===== src/rtl/mul_pkg.sv =====
// Shared definitions for the sequenced arithmetic blocks: FSM state encoding
// and the default datapath width.
package mul_pkg;

    localparam int MUL_WIDTH_DEFAULT = 16;

    typedef enum logic [1:0] {
        ST_IDLE = 2'd0,
        ST_CALC = 2'd1,
        ST_DONE = 2'd2
    } mul_state_e;

endpackage : mul_pkg


===== src/rtl/adder_nbit.sv =====
// Plain WIDTH-bit adder; the sum wraps modulo 2^WIDTH and the carry is dropped.
module adder_nbit #(
    parameter int WIDTH = 16
) (
    input  logic [WIDTH-1:0] a,
    input  logic [WIDTH-1:0] b,
    output logic [WIDTH-1:0] sum
);

    assign sum = a + b;

endmodule : adder_nbit


===== src/rtl/mul_int16_seq.sv =====
// Sequential shift-add multiplier: one partial product per cycle for WIDTH
// cycles, returning the low WIDTH bits of A*B over a valid/ready handshake.
module mul_int16_seq
    import mul_pkg::*;
#(
    parameter int WIDTH = MUL_WIDTH_DEFAULT
) (
    input  logic             clk,
    input  logic             rst,
    input  logic             in_valid,
    output logic             in_ready,
    input  logic [WIDTH-1:0] A,
    input  logic [WIDTH-1:0] B,
    output logic             out_valid,
    input  logic             out_ready,
    output logic [WIDTH-1:0] P,
    output logic             busy
);

    // One extra bit so the counter can reach WIDTH without wrapping.
    localparam int CNT_W = $clog2(WIDTH) + 1;

    mul_state_e       state_q, state_d;
    logic [WIDTH-1:0] acc_q, acc_d;
    logic [WIDTH-1:0] mcand_q, mcand_d;
    logic [WIDTH-1:0] mplier_q, mplier_d;
    logic [CNT_W-1:0] cnt_q, cnt_d;
    logic             in_ready_q, in_ready_d;
    logic             out_valid_q, out_valid_d;
    logic             busy_q, busy_d;
    logic [WIDTH-1:0] sum_s;

    adder_nbit #(
        .WIDTH(WIDTH)
    ) u_acc_add (
        .a  (acc_q),
        .b  (mcand_q),
        .sum(sum_s)
    );

    // Next-state, datapath and handshake-flag computation.
    always_comb begin
        state_d  = state_q;
        acc_d    = acc_q;
        mcand_d  = mcand_q;
        mplier_d = mplier_q;
        cnt_d    = cnt_q;
        case (state_q)
            ST_IDLE: begin
                if (in_valid && in_ready_q) begin
                    mcand_d  = A;
                    mplier_d = B;
                    acc_d    = '0;
                    cnt_d    = '0;
                    state_d  = ST_CALC;
                end else begin
                    state_d  = ST_IDLE;
                end
            end
            ST_CALC: begin
                if (mplier_q[0]) begin
                    acc_d = sum_s;
                end else begin
                    acc_d = acc_q;
                end
                mcand_d  = {mcand_q[WIDTH-2:0], 1'b0};
                mplier_d = {1'b0, mplier_q[WIDTH-1:1]};
                cnt_d    = cnt_q + CNT_W'(1);
                // All WIDTH steps always run, even when the multiplier empties early.
                if (cnt_q == CNT_W'(WIDTH - 1)) begin
                    state_d = ST_DONE;
                end else begin
                    state_d = ST_CALC;
                end
            end
            ST_DONE: begin
                if (out_ready) begin
                    state_d = ST_IDLE;
                end else begin
                    state_d = ST_DONE;
                end
            end
            default: begin
                state_d = ST_IDLE;
            end
        endcase
        in_ready_d  = (state_d == ST_IDLE);
        out_valid_d = (state_d == ST_DONE);
        busy_d      = (state_d != ST_IDLE);
    end

    // State, datapath and registered handshake outputs.
    always_ff @(posedge clk or posedge rst) begin
        if (rst) begin
            state_q     <= ST_IDLE;
            acc_q       <= '0;
            mcand_q     <= '0;
            mplier_q    <= '0;
            cnt_q       <= '0;
            in_ready_q  <= 1'b1;
            out_valid_q <= 1'b0;
            busy_q      <= 1'b0;
        end else begin
            state_q     <= state_d;
            acc_q       <= acc_d;
            mcand_q     <= mcand_d;
            mplier_q    <= mplier_d;
            cnt_q       <= cnt_d;
            in_ready_q  <= in_ready_d;
            out_valid_q <= out_valid_d;
            busy_q      <= busy_d;
        end
    end

    assign in_ready  = in_ready_q;
    assign out_valid = out_valid_q;
    assign busy      = busy_q;
    assign P         = acc_q;

endmodule : mul_int16_seq


===== config.mk =====
export PLATFORM = sky130hd
export DESIGN_NAME = mul_int16_seq
export DESIGN_NICKNAME = d
export VERILOG_FILES = /design/src/rtl/mul_pkg.sv /design/src/rtl/adder_nbit.sv /design/src/rtl/mul_int16_seq.sv
export SDC_FILE = /design/constraint.sdc
export NUM_CORES = 1
export LEC_CHECK = 0
export ABC_AREA = 1
export BUFFER_PORTS_ARGS = -buffer_cell sky130_fd_sc_hd__buf_2
export CAP_MARGIN = 10
export CORE_MARGIN = 2
export CORE_UTILIZATION = 37
export DETAILED_ROUTE_END_ITERATION = 10
export PLACE_DENSITY = 0.66
export RECOVER_POWER = 25
export SLEW_MARGIN = 20
export SYNTH_ARGS = -nofsm -noshare
export SYNTH_HDL_FRONTEND = slang
export SYNTH_HIERARCHICAL = 1
export SYNTH_SLANG_ARGS = --single-unit

===== constraint.sdc =====
create_clock -name clk -period 4.65 [get_ports clk]
set_clock_uncertainty 0.2 [all_clocks]
set_input_delay 0.6975 -clock clk [delete_from_list [all_inputs] [get_ports clk]]
set_output_delay 0.6975 -clock clk [all_outputs]
set_load 0.005 [all_outputs]

---- Word level (Yosys, flattened, before mapping) ----
Cells that the tools add are included.
cells by class
  $add $sub $neg .......................... 2
  equal/unequal tests ..................... 6
  mux-type cells .......................... 13
  reduce and logical (&&, ||, !) cells .... 7
operator list
  kind                                                  count
  one-hot mux 16 bit (2 select lines)                   3
  2-to-1 mux 16 bit                                     4
  adder 16 bit                                          1
  one-hot mux 5 bit (2 select lines)                    1
  one-hot mux 2 bit (3 select lines)                    1
  adder 5 x 1 -> 5 bit (second input constant)          1
  equality test 5 x 4 -> 1 bit (second input constant)  1
  2-to-1 mux 5 bit                                      1
  equality test 2 bit (second input constant)           2
  logical NOT 2 bit                                     2
  2-to-1 mux 2 bit                                      2
  != test 2 bit (second input constant)                 2
  nonzero test 2 bit                                    2
  AND reduction 3 bit                                   1
  equality test 2 x 1 -> 1 bit (second input constant)  1
  AND reduction 2 bit                                   1
  logical AND 1 bit                                     1
  2-to-1 mux 1 bit                                      1
word-level totals
  register bits ........................... 58
  input port bits ......................... 36
  logic and storage cells ................. 36

---- Longest topological paths before layout ----
  depth after elaboration ................. 4
  gate-level depth with buffers ........... 12
  gate-level depth less buffers ........... 12

---- Cells and area by module ----
The synthesis kept the hierarchy.
modules (own cells, without submodules)
  module         instances  cells an instance  area an instance (µm²)  sequential area each (µm²)
  mul_int16_seq  1          343                2,671.3                 1,452.6
  adder_nbit     1          176                928.4                   0.0

---- Least setup slack after synthesis ----
No wires, ideal clock.
  kind .................................... reg2reg
  start ................................... reg acc_q[0], in the netlist P[0]
  end ..................................... reg acc_q[8], in the netlist P[8]
  library setup time ...................... 0.117 ns
  arrival ................................. 1.615 ns
  data required time ...................... 4.333 ns
  slack ................................... 2.718 ns
  cell stages (with the launch flop) ...... 11
  buffers on the path ..................... 0
  path through ............................ dfrtp_1 ha_1 fa_1 nand2_1 nand2_1 and2_4 nand2_1 nand2_1 xor2_1 nand3_1 nand2_1
between the ends
  word-level cells in the longest chain between the ends .. 3
RTL lines
  what                                 line                  RTL
  start: declaration                   mul_int16_seq.sv:24   logic [WIDTH-1:0] acc_q, acc_d;
  start signal: assignment             mul_int16_seq.sv:96   acc_q <= '0;
  start signal: assignment             mul_int16_seq.sv:105  acc_q <= acc_d;
  adder 16 bit                         adder_nbit.sv:10      assign sum = a + b;
  net sum_s[8]                         mul_int16_seq.sv:31   logic [WIDTH-1:0] sum_s;
  2-to-1 mux 16 bit                    mul_int16_seq.sv:61   if (mplier_q[0]) begin
  one-hot mux 16 bit (2 select lines)  mul_int16_seq.sv:48   case (state_q)
The timed path passes the listed nets, and every way through them passes these cells. The select of a mux whose other input is x is not followed.
A chain may end at the register's enable or synchronous reset.

---- Worst setup path after layout ----
  start ................................... reg in_ready_q, in the netlist in_ready
  end ..................................... reg acc_q[9], in the netlist P[9]
between the ends
  word-level cells in the longest chain between the ends .. 3
RTL lines
  what                           line                  RTL
  start: declaration             mul_int16_seq.sv:28   logic in_ready_q, in_ready_d;
  start signal: assignment       mul_int16_seq.sv:109  in_ready_q <= in_ready_d;
  logical AND 1 bit              mul_int16_seq.sv:50   if (in_valid && in_ready_q) begin
  != test 2 bit (no line)        --
  AND reduction 3 bit (no line)  --
Every way passes these cells.

==> results.py <==
metrics = {
    "timing": {
        "fmax_ghz": 0.4560,
        "setup_viol": 0,
        "period_needed_ps": 2193,
        "hold_viol": 0,
        "rsz0062_at_grt": "false",
        "final-max-slew-violation-count": 0,
        "max_slew_margin": 0.5032,
        "worst_pin_slew_ps": 745.1,
        "period_share": 0.4716,
        "setup_tns_ps": 0,
    },
    "die": {
        "die-area_um2": 10530,
        "fp-row-count": 35,
        "die_height_um": 102.6,
        "coreArea_um2": 9328,
        "initial_core_util": 0.3859,
        "die_w_um": 102.6,
        "num_io_pins": 55,
    },
    "final_layout": {
        "nets": 622,
        "final_util": 0.4503,
        "multi_input_area_um2": 1862,
        "regArea_um2": 1453,
        "drive_above_1_share": 0.1658,
        "n_antenna_cell": 0,
        "nFillCells": 976,
        "synthToLayoutAreaGrowth_pct": 16.68,
    },
    "clock_network": {
        "cts_buffers": 9,
        "cts_post_setup_buffers_inserted": 0,
        "cts.sinks": 58,
        "cts_root_buffer": "clkbuf_8",
        "cts_resized": 0,
        "cts_tree": "done",
        "hold_buffers": 0,
        "insertion_delay_ps": 340,
        "cts_buffer_depth": 2,
        "htreeDepth": 3,
        "clk_pin_slew_ps": 80,
    },
    "flow_run": {
        "drv_cap": 0,
    },
    "worst_setup_path": {
        "critPathLaunchType": "flip-flop",
        "worstPathArrival_ps": 2230,
        "critPathBufInv": 1,
        "cp_slowest_cell": "dfstp_2",
        "crit_family": "simple AND/OR/NAND/NOR gates",
        "crit_path_end_kind": "flip-flop",
        "path_class": "flip-flop to flip-flop",
        "crit_top_cell": "nand2_1",
        "path_max_fanout": 46,
        "path_cells": "nand2_1 > a21oi_4 > buf_4 > nand2_1 > nand2_1 > nand2_1",
        "cp_slowest_stage_delay_ps": 550,
        "required_ps": 4680,
    },
    "drt": {
        "wirelength_um": 8137,
        "drt_first_iter_violations": 144,
        "ant_nets": 0,
        "post_drt_wl_per_cell_um": 11.59,
        "via_per_inst": 4.701,
        "vias": 3300,
        "drtPass1Iterations": 4,
        "drc": 0,
    },
    "logic_synthesis": {
        "netlist_area_um2": 3600,
        "synth_cells": 519,
        "synth_nets": 573,
        "synth_async_sr_flop_share": 1.000,
        "synth_edf_count": 0,
        "ys.flop_type": "dfrtp_1",
        "synth_area_leader_cell": "dfrtp_1",
        "ys_ff_latch": 58,
        "synth-seq-area-share": 0.4035,
        "ys.warnings.count": 6,
        "yosys.cell_types.count": 26,
        "yosys.area.top_type_share": 0.3962,
        "synth_area_leaders": "dfrtp_1, nand2_1, nand3_1, ha_1, inv_1",
        "post_synth.cell_area_avg_um2": 6.936,
    },
    "grt": {
        "grt_pass1_wl_um": 14080,
        "overflow": 0,
        "first_global_vias": 3180,
        "grt_max_degree": 67,
        "antenna_found_initial": 0,
        "grt_usage": 0.1704,
    },
    "min_path": {
        "min_path_type": "flip-flop to flip-flop",
    },
    "power": {
        "power_leakage_nw": 2.465,
        "power_density_nw_per_um2": 687.3,
        "peakVddDrop_mv": 0.1975,
    },
    "place": {
        "portBuffers": 54,
        "gp_congestion": 0.8371,
        "dp_hpwl_um": 5760,
    },
    "outcome": {
        "outcome": "completed",
    },
}
tightest hold or removal path, cell delays in order (launching register included):
cell     delay (ps)
dfrtp_1         350
nand3_1          70
nand2_1          50
cell families (layout without fill, tap and decap cells):
kind of cell / Yosys count / after routing / synth area share
XOR/XNOR: 8 / 8 / 0.01947
buffers and inverters: 72 / 126 / 0.08133
adder cells (fa/ha/maj): 18 / 18 / 0.06465
AND/OR/NAND/NOR: 334 / 334 / 0.3858
flip-flops: 58 / 58 / 0.4035
AO/OA/AOI/OAI: 29 / 29 / 0.04519
state kept, by name, indices dropped and copies added (netlist names):
register	flops
state_q	2
out_valid	1
mplier_q	16
mcand_q	16
in_ready	1
P	16
busy	1
cnt_q	5
cell usage in the layout, fill, tap and decap left out, types with 2 or more instances in the layout:
cell type	n
nor3_2	3
buf_2	54
a21oi_1	7
inv_2	5
nand2_1	246
xnor2_1	2
bufinv_16	2
o21ai_0	18
buf_4	3
nand4_1	3
nand3_1	54
xor2_1	6
or2_1	2
clkinvlp_4	2
nand3b_1	3
inv_1	47
ha_1	17
o22ai_1	2
dfrtp_1	57
nand2_2	7
nor2_1	13
inv_6	2
clkbuf_8	9
routing by layer:
layer | up-vias | track usage | part of all wire
met3 | 11 | 0.04610 | 0.037
met5 | - | 0 | 0
met1 | 1509 | 0.2167 | 0.47
li1 | 1721 | - | -
met4 | 0 | 0.05436 | 0.014
met2 | 59 | 0.2826 | 0.48
per-stage QoR:
stage / total power [mW] / cell area [µm²] / setup slack [ps] / hold slack, ps / cells
2_1_floorplan: 2.036 / 3600 / 2326 / 269.0 / 519
3_5_place_dp: 2.371 / 3959 / 2183 / 291.7 / 685
5_1_grt: 3.199 / 4200 / 2250 / 333.7 / 702
6_report: 2.887 / 4200 / 2457 / 306.2 / 702
3_3_place_gp: 2.324 / 3959 / 2216 / 280.3 / 685
4_1_cts: 2.912 / 4184 / 2434 / 308.2 / 701
worst paths after layout:
kind,startpoint,to,slack (ps),cells past startpoint
setup / recovery,in_ready,P[9],2460,6
min in group asynchronous,rst,mplier_q[6],340,3
hold reg to reg,mplier_q[12],mplier_q[12],310,2
max in group asynchronous,rst,mplier_q[10],3400,3
setup reg to reg,in_ready,P[9],2460,6
hold / removal,mplier_q[12],mplier_q[12],310,2
power breakdown:
part / internal, mW / leakage, nW / switching [mW] / total, mW
registers: 0.725 / 0.736 / 0.180 / 0.905
logic: 0.528 / 1.62 / 0.916 / 1.44
clock network: 0.306 / 0.106 / 0.232 / 0.538
total: 1.56 / 2.46 / 1.33 / 2.89
cells in the mapped netlist (all sizes together) (2+ instances only):
| cell type | count |
|---|---|
| o21ai | 18 |
| clkbuf | 6 |
| xor2 | 6 |
| nand3 | 54 |
| dfrtp | 57 |
| nand4 | 3 |
| nor2 | 14 |
| ha | 17 |
| inv | 52 |
| or2 | 2 |
| nand2 | 254 |
| o22ai | 2 |
| buf | 14 |
| nor3 | 3 |
| nand3b | 3 |
| xnor2 | 2 |
| a21oi | 9 |
cell type report:
| class | count | area share |
|---|---|---|
| tap | 129 | 0.03843 |
| clock buffer | 9 | 0.02949 |
| timing repair buffer | 58 | 0.07239 |
| inverter | 52 | 0.04647 |
| multi-input combinational | 389 | 0.4433 |
| sequential | 58 | 0.3458 |
| clock inverter | 7 | 0.02413 |
No activity file was read; power rests on OpenSTA's default activity.
